`src/rtl/bf16_pkg.sv`:
```
// rtl/bf16_pkg.sv - bfloat16 field widths, class encoding and special-product resolution
package bf16_pkg;

  localparam int EXP_W     = 8;
  localparam int MAN_W     = 7;
  localparam int EXP_INT_W = 10;
  localparam int BF16_W    = 1 + EXP_W + MAN_W;
  localparam int BIAS      = 127;

  // Class vector layout {nan, inf, sub, zero}; all-zero means normal.
  localparam int CLS_W    = 4;
  localparam int CLS_ZERO = 0;
  localparam int CLS_SUB  = 1;
  localparam int CLS_INF  = 2;
  localparam int CLS_NAN  = 3;

  localparam logic [BF16_W-1:0] BF16_QNAN    = 16'h7FC0;
  localparam logic [EXP_W-1:0]  BF16_EXP_MAX = 8'hFF;

  typedef struct packed {
    logic              valid;
    logic [BF16_W-1:0] result;
  } special_t;

  // NaN-producing cases win over infinity, which wins over zero.
  function automatic special_t resolve_special(input logic [CLS_W-1:0] ca,
                                               input logic [CLS_W-1:0] cb,
                                               input logic             psign);
    special_t r;
    logic nan_hit;
    logic inf_any;
    logic zero_any;
    nan_hit  = ca[CLS_NAN] | cb[CLS_NAN] |
               (ca[CLS_INF] & cb[CLS_ZERO]) | (cb[CLS_INF] & ca[CLS_ZERO]);
    inf_any  = ca[CLS_INF] | cb[CLS_INF];
    zero_any = ca[CLS_ZERO] | cb[CLS_ZERO];
    if (nan_hit) begin
      r.valid  = 1'b1;
      r.result = BF16_QNAN;
    end else if (inf_any) begin
      r.valid  = 1'b1;
      r.result = {psign, BF16_EXP_MAX, {MAN_W{1'b0}}};
    end else if (zero_any) begin
      r.valid  = 1'b1;
      r.result = {psign, {EXP_W{1'b0}}, {MAN_W{1'b0}}};
    end else begin
      r.valid  = 1'b0;
      r.result = '0;
    end
    return r;
  endfunction

endpackage

```
`src/rtl/bf16_field_decode.sv`:
```
// rtl/bf16_field_decode.sv - combinational bfloat16 operand decoder
// BF16_DAZ_EN: when defined, subnormal inputs decode as zero.
module bf16_field_decode
  import bf16_pkg::*;
(
  input  logic [BF16_W-1:0]    op,
  output logic                 sign,
  output logic [EXP_INT_W-1:0] exp,
  output logic [MAN_W:0]       man,
  output logic [CLS_W-1:0]     cls
);

  logic [EXP_W-1:0] e;
  logic [MAN_W-1:0] m;
  logic             e_zero;
  logic             e_max;
  logic             m_zero;

  assign sign   = op[BF16_W-1];
  assign e      = op[EXP_W+MAN_W-1:MAN_W];
  assign m      = op[MAN_W-1:0];
  assign e_zero = (e == '0);
  assign e_max  = (e == BF16_EXP_MAX);
  assign m_zero = (m == '0);

  always_comb begin
    cls = '0;
    exp = {{(EXP_INT_W-EXP_W){1'b0}}, e};
    man = {~e_zero, m};
    if (e_max) begin
      if (m_zero) cls[CLS_INF] = 1'b1;
      else        cls[CLS_NAN] = 1'b1;
    end else if (e_zero) begin
      if (m_zero) begin
        cls[CLS_ZERO] = 1'b1;
      end else begin
`ifdef BF16_DAZ_EN
        cls[CLS_ZERO] = 1'b1;
        exp           = '0;
        man           = '0;
`else
        // Subnormals share the scale of exponent 1, hidden bit stays 0.
        cls[CLS_SUB]  = 1'b1;
        exp           = EXP_INT_W'(1);
`endif
      end
    end
  end

endmodule

```
`src/rtl/bf16_operand_unpack.sv`:
```
// rtl/bf16_operand_unpack.sv - elastic two-stage bfloat16 operand decode with special-product bypass
// BF16_DAZ_EN: when defined, subnormal operands are flushed to zero in the decoder.
module bf16_operand_unpack
  import bf16_pkg::*;
#(
  parameter int CNT_W = 16
) (
  input  logic                 clk,
  input  logic                 rst_n,
  input  logic                 in_valid,
  output logic                 in_ready,
  input  logic [BF16_W-1:0]    a_in,
  input  logic [BF16_W-1:0]    b_in,
  output logic                 out_valid,
  input  logic                 out_ready,
  output logic                 a_sign,
  output logic                 b_sign,
  output logic                 prod_sign,
  output logic [EXP_INT_W-1:0] a_exp,
  output logic [EXP_INT_W-1:0] b_exp,
  output logic [MAN_W:0]       a_man,
  output logic [MAN_W:0]       b_man,
  output logic [CLS_W-1:0]     a_cls,
  output logic [CLS_W-1:0]     b_cls,
  output logic                 special_valid,
  output logic [BF16_W-1:0]    special_result,
  input  logic                 cnt_clr,
  output logic [CNT_W-1:0]     special_cnt
);

  logic              s1_v;
  logic [BF16_W-1:0] s1_a;
  logic [BF16_W-1:0] s1_b;
  logic              s1_load;
  logic              s2_load;

  logic                 dec_a_sign;
  logic                 dec_b_sign;
  logic [EXP_INT_W-1:0] dec_a_exp;
  logic [EXP_INT_W-1:0] dec_b_exp;
  logic [MAN_W:0]       dec_a_man;
  logic [MAN_W:0]       dec_b_man;
  logic [CLS_W-1:0]     dec_a_cls;
  logic [CLS_W-1:0]     dec_b_cls;
  logic                 dec_psign;
  special_t             dec_spec;

  // Stage 2 may refill whenever it is empty or its content leaves this cycle.
  assign s2_load  = !out_valid || out_ready;
  assign s1_load  = !s1_v || s2_load;
  assign in_ready = s1_load;

  bf16_field_decode u_dec_a (
    .op   (s1_a),
    .sign (dec_a_sign),
    .exp  (dec_a_exp),
    .man  (dec_a_man),
    .cls  (dec_a_cls)
  );

  bf16_field_decode u_dec_b (
    .op   (s1_b),
    .sign (dec_b_sign),
    .exp  (dec_b_exp),
    .man  (dec_b_man),
    .cls  (dec_b_cls)
  );

  assign dec_psign = dec_a_sign ^ dec_b_sign;
  assign dec_spec  = resolve_special(dec_a_cls, dec_b_cls, dec_psign);

  always_ff @(posedge clk or negedge rst_n) begin
    if (!rst_n) begin
      s1_v <= 1'b0;
      s1_a <= '0;
      s1_b <= '0;
    end else if (s1_load) begin
      s1_v <= in_valid;
      if (in_valid) begin
        s1_a <= a_in;
        s1_b <= b_in;
      end
    end
  end

  always_ff @(posedge clk or negedge rst_n) begin
    if (!rst_n) begin
      out_valid      <= 1'b0;
      a_sign         <= 1'b0;
      b_sign         <= 1'b0;
      prod_sign      <= 1'b0;
      a_exp          <= '0;
      b_exp          <= '0;
      a_man          <= '0;
      b_man          <= '0;
      a_cls          <= '0;
      b_cls          <= '0;
      special_valid  <= 1'b0;
      special_result <= '0;
    end else if (s2_load) begin
      out_valid <= s1_v;
      // Data registers only move with a real pair, so bubbles leave them quiet.
      if (s1_v) begin
        a_sign         <= dec_a_sign;
        b_sign         <= dec_b_sign;
        prod_sign      <= dec_psign;
        a_exp          <= dec_a_exp;
        b_exp          <= dec_b_exp;
        a_man          <= dec_a_man;
        b_man          <= dec_b_man;
        a_cls          <= dec_a_cls;
        b_cls          <= dec_b_cls;
        special_valid  <= dec_spec.valid;
        special_result <= dec_spec.result;
      end
    end
  end

  always_ff @(posedge clk or negedge rst_n) begin
    if (!rst_n) begin
      special_cnt <= '0;
    end else if (cnt_clr) begin
      special_cnt <= '0;
    end else if (out_valid && out_ready && special_valid && (special_cnt != '1)) begin
      special_cnt <= special_cnt + CNT_W'(1);
    end
  end

endmodule

```
`config.mk`:
```
export PLATFORM = sky130hd
export DESIGN_NAME = bf16_operand_unpack
export DESIGN_NICKNAME = d
export VERILOG_FILES = /design/src/rtl/bf16_pkg.sv /design/src/rtl/bf16_field_decode.sv /design/src/rtl/bf16_operand_unpack.sv
export SDC_FILE = /design/constraint.sdc
export NUM_CORES = 1
export LEC_CHECK = 0
export ABC_AREA = 1
export BUFFER_PORTS_ARGS = -buffer_cell sky130_fd_sc_hd__buf_2
export CAP_MARGIN = 30
export CORE_MARGIN = 2
export CORE_UTILIZATION = 45
export CTS_CLUSTER_DIAMETER = 60
export CTS_CLUSTER_SIZE = 14
export DETAILED_ROUTE_END_ITERATION = 12
export GPL_TIMING_DRIVEN = 0
export PLACE_DENSITY_LB_ADDON = 0.3
export SLEW_MARGIN = 5
export SYNTH_ARGS = -nofsm -noshare
export SYNTH_HDL_FRONTEND = slang
export SYNTH_SLANG_ARGS = --single-unit
```
`constraint.sdc`:
```
create_clock -name clk -period 5.2 [get_ports clk]
set_clock_uncertainty 0.2 [all_clocks]
set_input_delay 0.52 -clock clk [delete_from_list [all_inputs] [get_ports clk]]
set_output_delay 0.52 -clock clk [all_outputs]
set_load 0.005 [all_outputs]
```
==> summary.txt, run 1 <==
Outcome
  • Status: complete, no violations

Clock tree
  • Cts repair resizes: 0
  • CTS Sinks: 97
  • Clock-pin slew of the registers on the worst-case setup and hold paths: 0.10 ns
  • Root Driver: clkbuf_8
  • Skew-Pair Late Insertion Delay: 0.37 ns
  • Number of setup buffers added after CTS: 0
  • CTS HTree Levels: 3
  • CTS Buffer Depth: 2
  • CTS tree: yes
  • Number of CTS-inserted buffers: 9

Detailed routing
  • Highest Signal Layer: met4
  • Total vias in the final route: 3741
  • Routed wl met2: 4.72 mm
  • Initial DRT Pass Iterations: 4
  • Via density: 4.77
  • Post-DR wirelength/cell: 13.5 um
  • 1st-iter DRT viols: 173
  • Post-DRT Antenna Nets: 0
  • Drt drc: 0
  • Met3 wire length: 746 um
  • DRT Wirelength: 10.6 mm
  • Routed metal-1 wirelength: 4.95 mm

Logic synthesis
  • Number of synthesized flops with an enable pin: 0
  • Mapped Cells: 516
  • Share of flip-flops with an asynchronous set or reset: 100%
  • Yosys top cell by area: dfrtp_1
  • FF+latch count, synth: 97
  • Post-synthesis sequential area ratio: 54.9%
  • Synth cell types: 29
  • Synth warn: 0
  • Share of the synthesized area in the top cell type: 54.9%
  • Ranking of synthesized cells by area: dfrtp_1, nand2_1, nor2_1
  • Cell Area, Synth: 0.00442 mm^2
  • Prevailing post-synth register cell: dfrtp_1
  • Average size of a mapped cell: 8.56 um^2

Setup path
  • Cell family with most CP delay: simple AND/OR/NAND/NOR gates
  • CP bufs+invs: 1
  • Flop2flop setup slack: 3.28 ns
  • Worst r2r src: special_cnt[0]
  • Cell count along the critical path: 9
  • Crit. Startpoint: special_cnt[0]
  • Crit-path slowest cell: dfrtp_1
  • RR Endpoint: special_cnt[6]
  • Worst endpoint data arrival time: 1.98 ns
  • Crit path cell chain: ha_1 > nand3_2 > nor2_4 > nand3_2 > nand2_4 > nand2_4 > buf_6 > nand2_1 > nand2_1
  • Max incr delay on CP: 0.44 ns
  • Critical path fanouts, max: 10
  • Critical Path End Type: flip-flop
  • Reg2Reg Depth: 9
  • Crit path required time: 5.26 ns
  • Crit Path Class: reg2reg
  • CP Capture Point: special_cnt[6]
  • CP startpoint kind: flip-flop

Timing
  • Fmax: 0.521 GHz
  • # setup viols final: 0
  • Final worst path period share: 36.9%
  • Relative slew slack: 65.1%
  • Final Hold Vio Count: 0
  • Tmin final: 1.92 ns
  • Setup TNS: 0 ns
  • Worst-Margin Slew: 0.523 ns
  • RSZ-0062 raised after global routing: false
  • Final hold slack: 0.170 ns
  • Final setup margin: 3.28 ns
  • Fin. max-slew vios: 0

Floorplanning
  • Initial Util: 45.8%
  • Num rows: 36
  • Die ar.: 0.0106 mm^2
  • I/O Pins: 119
  • Die X: 103 um
  • CORE AREA: 0.00964 mm^2
  • Die Y: 103 um

Hold path
  • Hold Path Class: in2reg

Placement
  • Placer Congestion: 0.852
  • Worst slack at placement: 3.15 ns
  • Placed Area: 0.00519 mm^2
  • PortBufs: 108
  • Placed wire-length estimate: 7.97 mm

Cells and area
  • Most common cell after layout, fill and taps aside: nand2_1
  • Fin area: 0.00541 mm^2
  • Final-layout fill cell count: 933
  • Final core occ: 56.1%
  • Share of cells above drive strength 1: 27.0%
  • Final #Nets: 684
  • Inserted Diodes: 0
  • Commonest cells after routing, fill and taps aside: nand2_1, buf_2, dfrtp_1
  • Layout area overhead: 22.5%

Global route
  • Largest net degree at the start of global routing: 69
  • First-pass GRT wire length: 17.4 mm
  • Global Route Usage Sum: 21.3%
  • Initial antenna violation count: 0
  • Vias in the first global route: 3568
  • GRT overflow: 0

Power
  • P_leak: 2.83 nW
  • Worst vdd ir: 0.171 mV
  • Power Dens Cells: 353 mW/mm^2

Run
  • Max-Cap Viols: 0
[worst min-delay path by stage]
stage	slack, ns	end	start	cells past startpoint
finish	0.17	s1_a[8]	a_in[8]	2
floorplan	0.02	a_cls[0]	rst_n	0
global route	0.16	s1_a[8]	a_in[8]	2
CTS	0.16	s1_a[8]	a_in[8]	2
global placement	0.26	b_exp[4]	b_exp[4]	2
detailed placement	0.26	b_exp[1]	b_exp[1]	2
[registers in the layout, summed over array words and instances, names as in the netlist, 4 cells and up]
signal       flops
s1_a            16
s1_b            16
b_cls            4
b_exp            8
special_cnt     16
a_man            8
b_man            8
a_cls            4
a_exp            8
[final cells by class]
cell class              instances  area, um^2  area share (%)
plain buffers                  34         213            3.93
clock buffers                  10         138            2.54
clock inverters                 6        73.8            1.36
inverters                      52         196            3.63
multi-input cells             342        1620            29.9
flip-flops and latches         97        2430            44.9
well taps                     133         166            3.08
repair buffers                110         581            10.7
[cells in the mapped netlist (4+ instances only)]
library cell	instances
mux2_2	8
o21ai_0	39
nand3_1	16
nand2_1	126
xor2_1	5
dfrtp_1	97
nor3_1	5
inv_1	49
nand4_1	9
o21ai_2	7
buf_4	18
buf_2	8
nor2_1	75
clkbuf_1	7
a21oi_1	26
o21bai_1	4
[stage by stage]
| stage | power, mW | cells |
|---|---|---|
| 2_1_floorplan | 1.19 | 525 |
| 3_3_place_gp | 1.39 | 766 |
| 3_5_place_dp | 1.40 | 767 |
| 4_1_cts | 1.93 | 784 |
| 5_1_grt | 2.03 | 784 |
| 6_report | 1.91 | 784 |
[cells by family after synthesis]
logic type      Yosys count  share of synthesized area, %
compound gates           80                          10.0
flops                    97                          54.9
mux                       8                          2.04
simple gates            237                          22.2
buf+inv                  86                          9.26
other cells               1                        0.0849
fa+ha+maj                 1                         0.283
xor+xnor                  6                          1.19
[worst register-to-register path: stages (launching register included)]
cell and delay (ns):
dfrtp_1 0.44, ha_1 0.30, nand3_2 0.15, nor2_4 0.17, nand3_2 0.11, nand2_4 0.12, nand2_4 0.06, buf_6 0.15
nand2_1 0.08, nand2_1 0.05
[power breakdown]
group / internal [mW] / switching (mW)
sequential: 0.886 / 0.0818
combinational: 0.189 / 0.227
clock: 0.242 / 0.283
total: 1.32 / 0.591
[per-layer routing]
metal / vias up / global-route usage [%]
met5: - / 0
met3: 14 / 4.88
met4: 0 / 7.29
met1: 1748 / 30.1
met2: 109 / 32.7
li1: 1870 / -
[timing repair]
item                                   in CTS  in global routing
endpoints found under the hold margin      29                  0
hold buffers                                1                  0
setup endpoints to repair                   0                  0
(Power assumes the default switching activity.)
==> run 2, diff against run 1 <==
==> constraint.sdc (replaced) <==
create_clock -name clk -period 2 [get_ports clk]
set_clock_uncertainty 0.2 [all_clocks]
set_input_delay 0.2 -clock clk [delete_from_list [all_inputs] [get_ports clk]]
set_output_delay 0.2 -clock clk [all_outputs]
set_load 0.005 [all_outputs]
==> run 2 against run 1 <==
Critical path depth is the same; hold slack lost 0.069 ns; clock-buffer cell count is the same; non-clock buffer count grew 34; flip-flop and latch count is the same; design area grew 6.4%; global-route usage grew 0.72 points; register-to-register slack lost 3.2 ns; largest power group unchanged.
==> summary.txt, run 2 (same netlist as run 1, synthesis figures left out) <==
Floorplanning
  • Die X: 103 um
  • Die ar.: 0.0106 mm^2
  • Initial Util: 45.8%
  • I/O Pins: 119
  • CORE AREA: 0.00964 mm^2
  • Die Y: 103 um
  • Num rows: 36

Detailed routing
  • Via density: 4.71
  • Initial DRT Pass Iterations: 4
  • DRT Wirelength: 10.9 mm
  • Highest Signal Layer: met4
  • Met3 wire length: 682 um
  • Total vias in the final route: 3850
  • Routed wl met2: 4.99 mm
  • 1st-iter DRT viols: 145
  • Post-DR wirelength/cell: 13.3 um
  • Post-DRT Antenna Nets: 0
  • Routed metal-1 wirelength: 5.07 mm
  • Drt drc: 0

Timing
  • Final hold slack: 0.101 ns
  • Fmax: 0.533 GHz
  • Final worst path period share: 93.8%
  • Fin. max-slew vios: 0
  • Setup TNS: 0 ns
  • RSZ-0062 raised after global routing: false
  • Relative slew slack: 65.3%
  • Worst-Margin Slew: 0.520 ns
  • # setup viols final: 0
  • Tmin final: 1.88 ns
  • Final Hold Vio Count: 0

Clock tree
  • Root Driver: clkbuf_8
  • Number of setup buffers added after CTS: 0
  • Skew-Pair Late Insertion Delay: 0.37 ns
  • Clock-pin slew of the registers on the worst-case setup and hold paths: 0.09 ns
  • CTS HTree Levels: 3
  • CTS Buffer Depth: 2
  • CTS Sinks: 97
  • CTS tree: yes
  • Number of CTS-inserted buffers: 9

Hold path
  • Hold Path Class: in2async

Setup path
  • Worst r2r src: special_cnt[0]
  • Max incr delay on CP: 0.44 ns
  • Critical Path End Type: flip-flop
  • Flop2flop setup slack: 0.12 ns
  • Reg2Reg Depth: 9
  • Crit path cell chain: ha_2 > nand3_2 > nor2_4 > nand3_2 > nand2_4 > nand2_4 > buf_6 > nand2_1 > nand2_1
  • Crit Path Class: reg2reg
  • Worst endpoint data arrival time: 1.94 ns
  • Crit-path slowest cell: dfrtp_1
  • Critical path fanouts, max: 10
  • Crit path required time: 2.06 ns
  • RR Endpoint: special_cnt[6]
  • CP startpoint kind: flip-flop

Placement
  • PortBufs: 108
  • Placed wire-length estimate: 7.97 mm
  • Placer Congestion: 0.852
  • Placed Area: 0.00519 mm^2

Global route
  • Global Route Usage Sum: 22.1%
  • GRT overflow: 0
  • First-pass GRT wire length: 18.1 mm
  • Initial antenna violation count: 0
  • Largest net degree at the start of global routing: 69
  • Vias in the first global route: 3700

Cells and area
  • Layout area overhead: 30.3%
  • Top flop regs: s1_a x16, s1_b x16, special_cnt x16
  • Fin area: 0.00576 mm^2
  • Inserted Diodes: 0
  • Share of cells above drive strength 1: 26.0%
  • Final-layout fill cell count: 894
  • Reg area: 0.00243 mm^2
  • Commonest cells after routing, fill and taps aside: nand2_1, buf_2, dfrtp_1
  • Area of the multi-input gates: 0.00162 mm^2
  • Most common cell after layout, fill and taps aside: nand2_1
  • Final #Nets: 718

Outcome
  • Status: complete, no violations

Power
  • Reg power frac: 50.1%
  • Power Dens Cells: 872 mW/mm^2
  • P_leak: 2.97 nW
  • Worst vdd ir: 0.448 mV
  • Clock Power Share: 27.2%
  • Int Pwr: 3.47 mW
  • Switch share: 30.9%
  • P_sw: 1.55 mW
  • Comb pwr share: 22.7%

Run
  • Max-Cap Viols: 0
run 2: critical path, delay by kind of cell (launching register included):
family        cells  cell delay [ns]
simple gates      7             0.71
buf+inv           1             0.15
flops             1             0.44
fa+ha+maj         1             0.27
run 2: worst max-delay path by stage:
stage,startpoint,to,cells past startpoint
after global placement,rst_n,s1_a[2],1
after floorplan,special_cnt[0],special_cnt[6],9
final,special_cnt[0],special_cnt[6],9
after global routing,out_ready,s1_b[14],8
after CTS,special_cnt[0],special_cnt[6],9
after detailed placement,special_cnt[0],special_cnt[6],9
run 2: power groups by stage:
| stage | clock network [mW] | logic, mW | registers (mW) |
|---|---|---|---|
| floorplan | 0 | 0.540 | 2.55 |
| global placement | 0 | 1.07 | 2.54 |
| CTS | 1.39 | 1.16 | 2.52 |
| finish | 1.36 | 1.14 | 2.52 |
| global route | 1.46 | 1.31 | 2.57 |
| detailed placement | 0 | 1.10 | 2.55 |
run 2: final cells by class:
cell class | count | share of cell area (%)
multi-input combinational | 342 | 28.2
sequential | 97 | 42.2
timing repair buffer | 144 | 16.0
tap | 133 | 2.89
clock inverter | 6 | 1.28
inverter | 52 | 3.41
buffer | 34 | 3.70
clock buffer | 10 | 2.39
run 2: stage by stage:
step	instances	power (mW)	utilization [%]	setup slack, ns
floorplan	525	3.09	-	0.304
global placement	766	3.61	53.5	-0.424
detailed placement	767	3.65	53.8	0.103
CTS	818	5.06	59.7	0.0737
global route	818	5.34	59.7	0.0176
finish	818	5.02	59.7	0.123
run 2: repair_timing:
item	CTS	global route
gates resized for setup	0	2
hold endpoints to repair	135	0
hold buffers	35	0
endpoints found under the setup margin	0	15
run 2: routing by layer:
layer  global-route usage, %  vias up
met5                       0        -
met4                    7.29        0
met3                    4.34       14
met2                    34.7      110
met1                    30.9     1780
li1                        -     1946
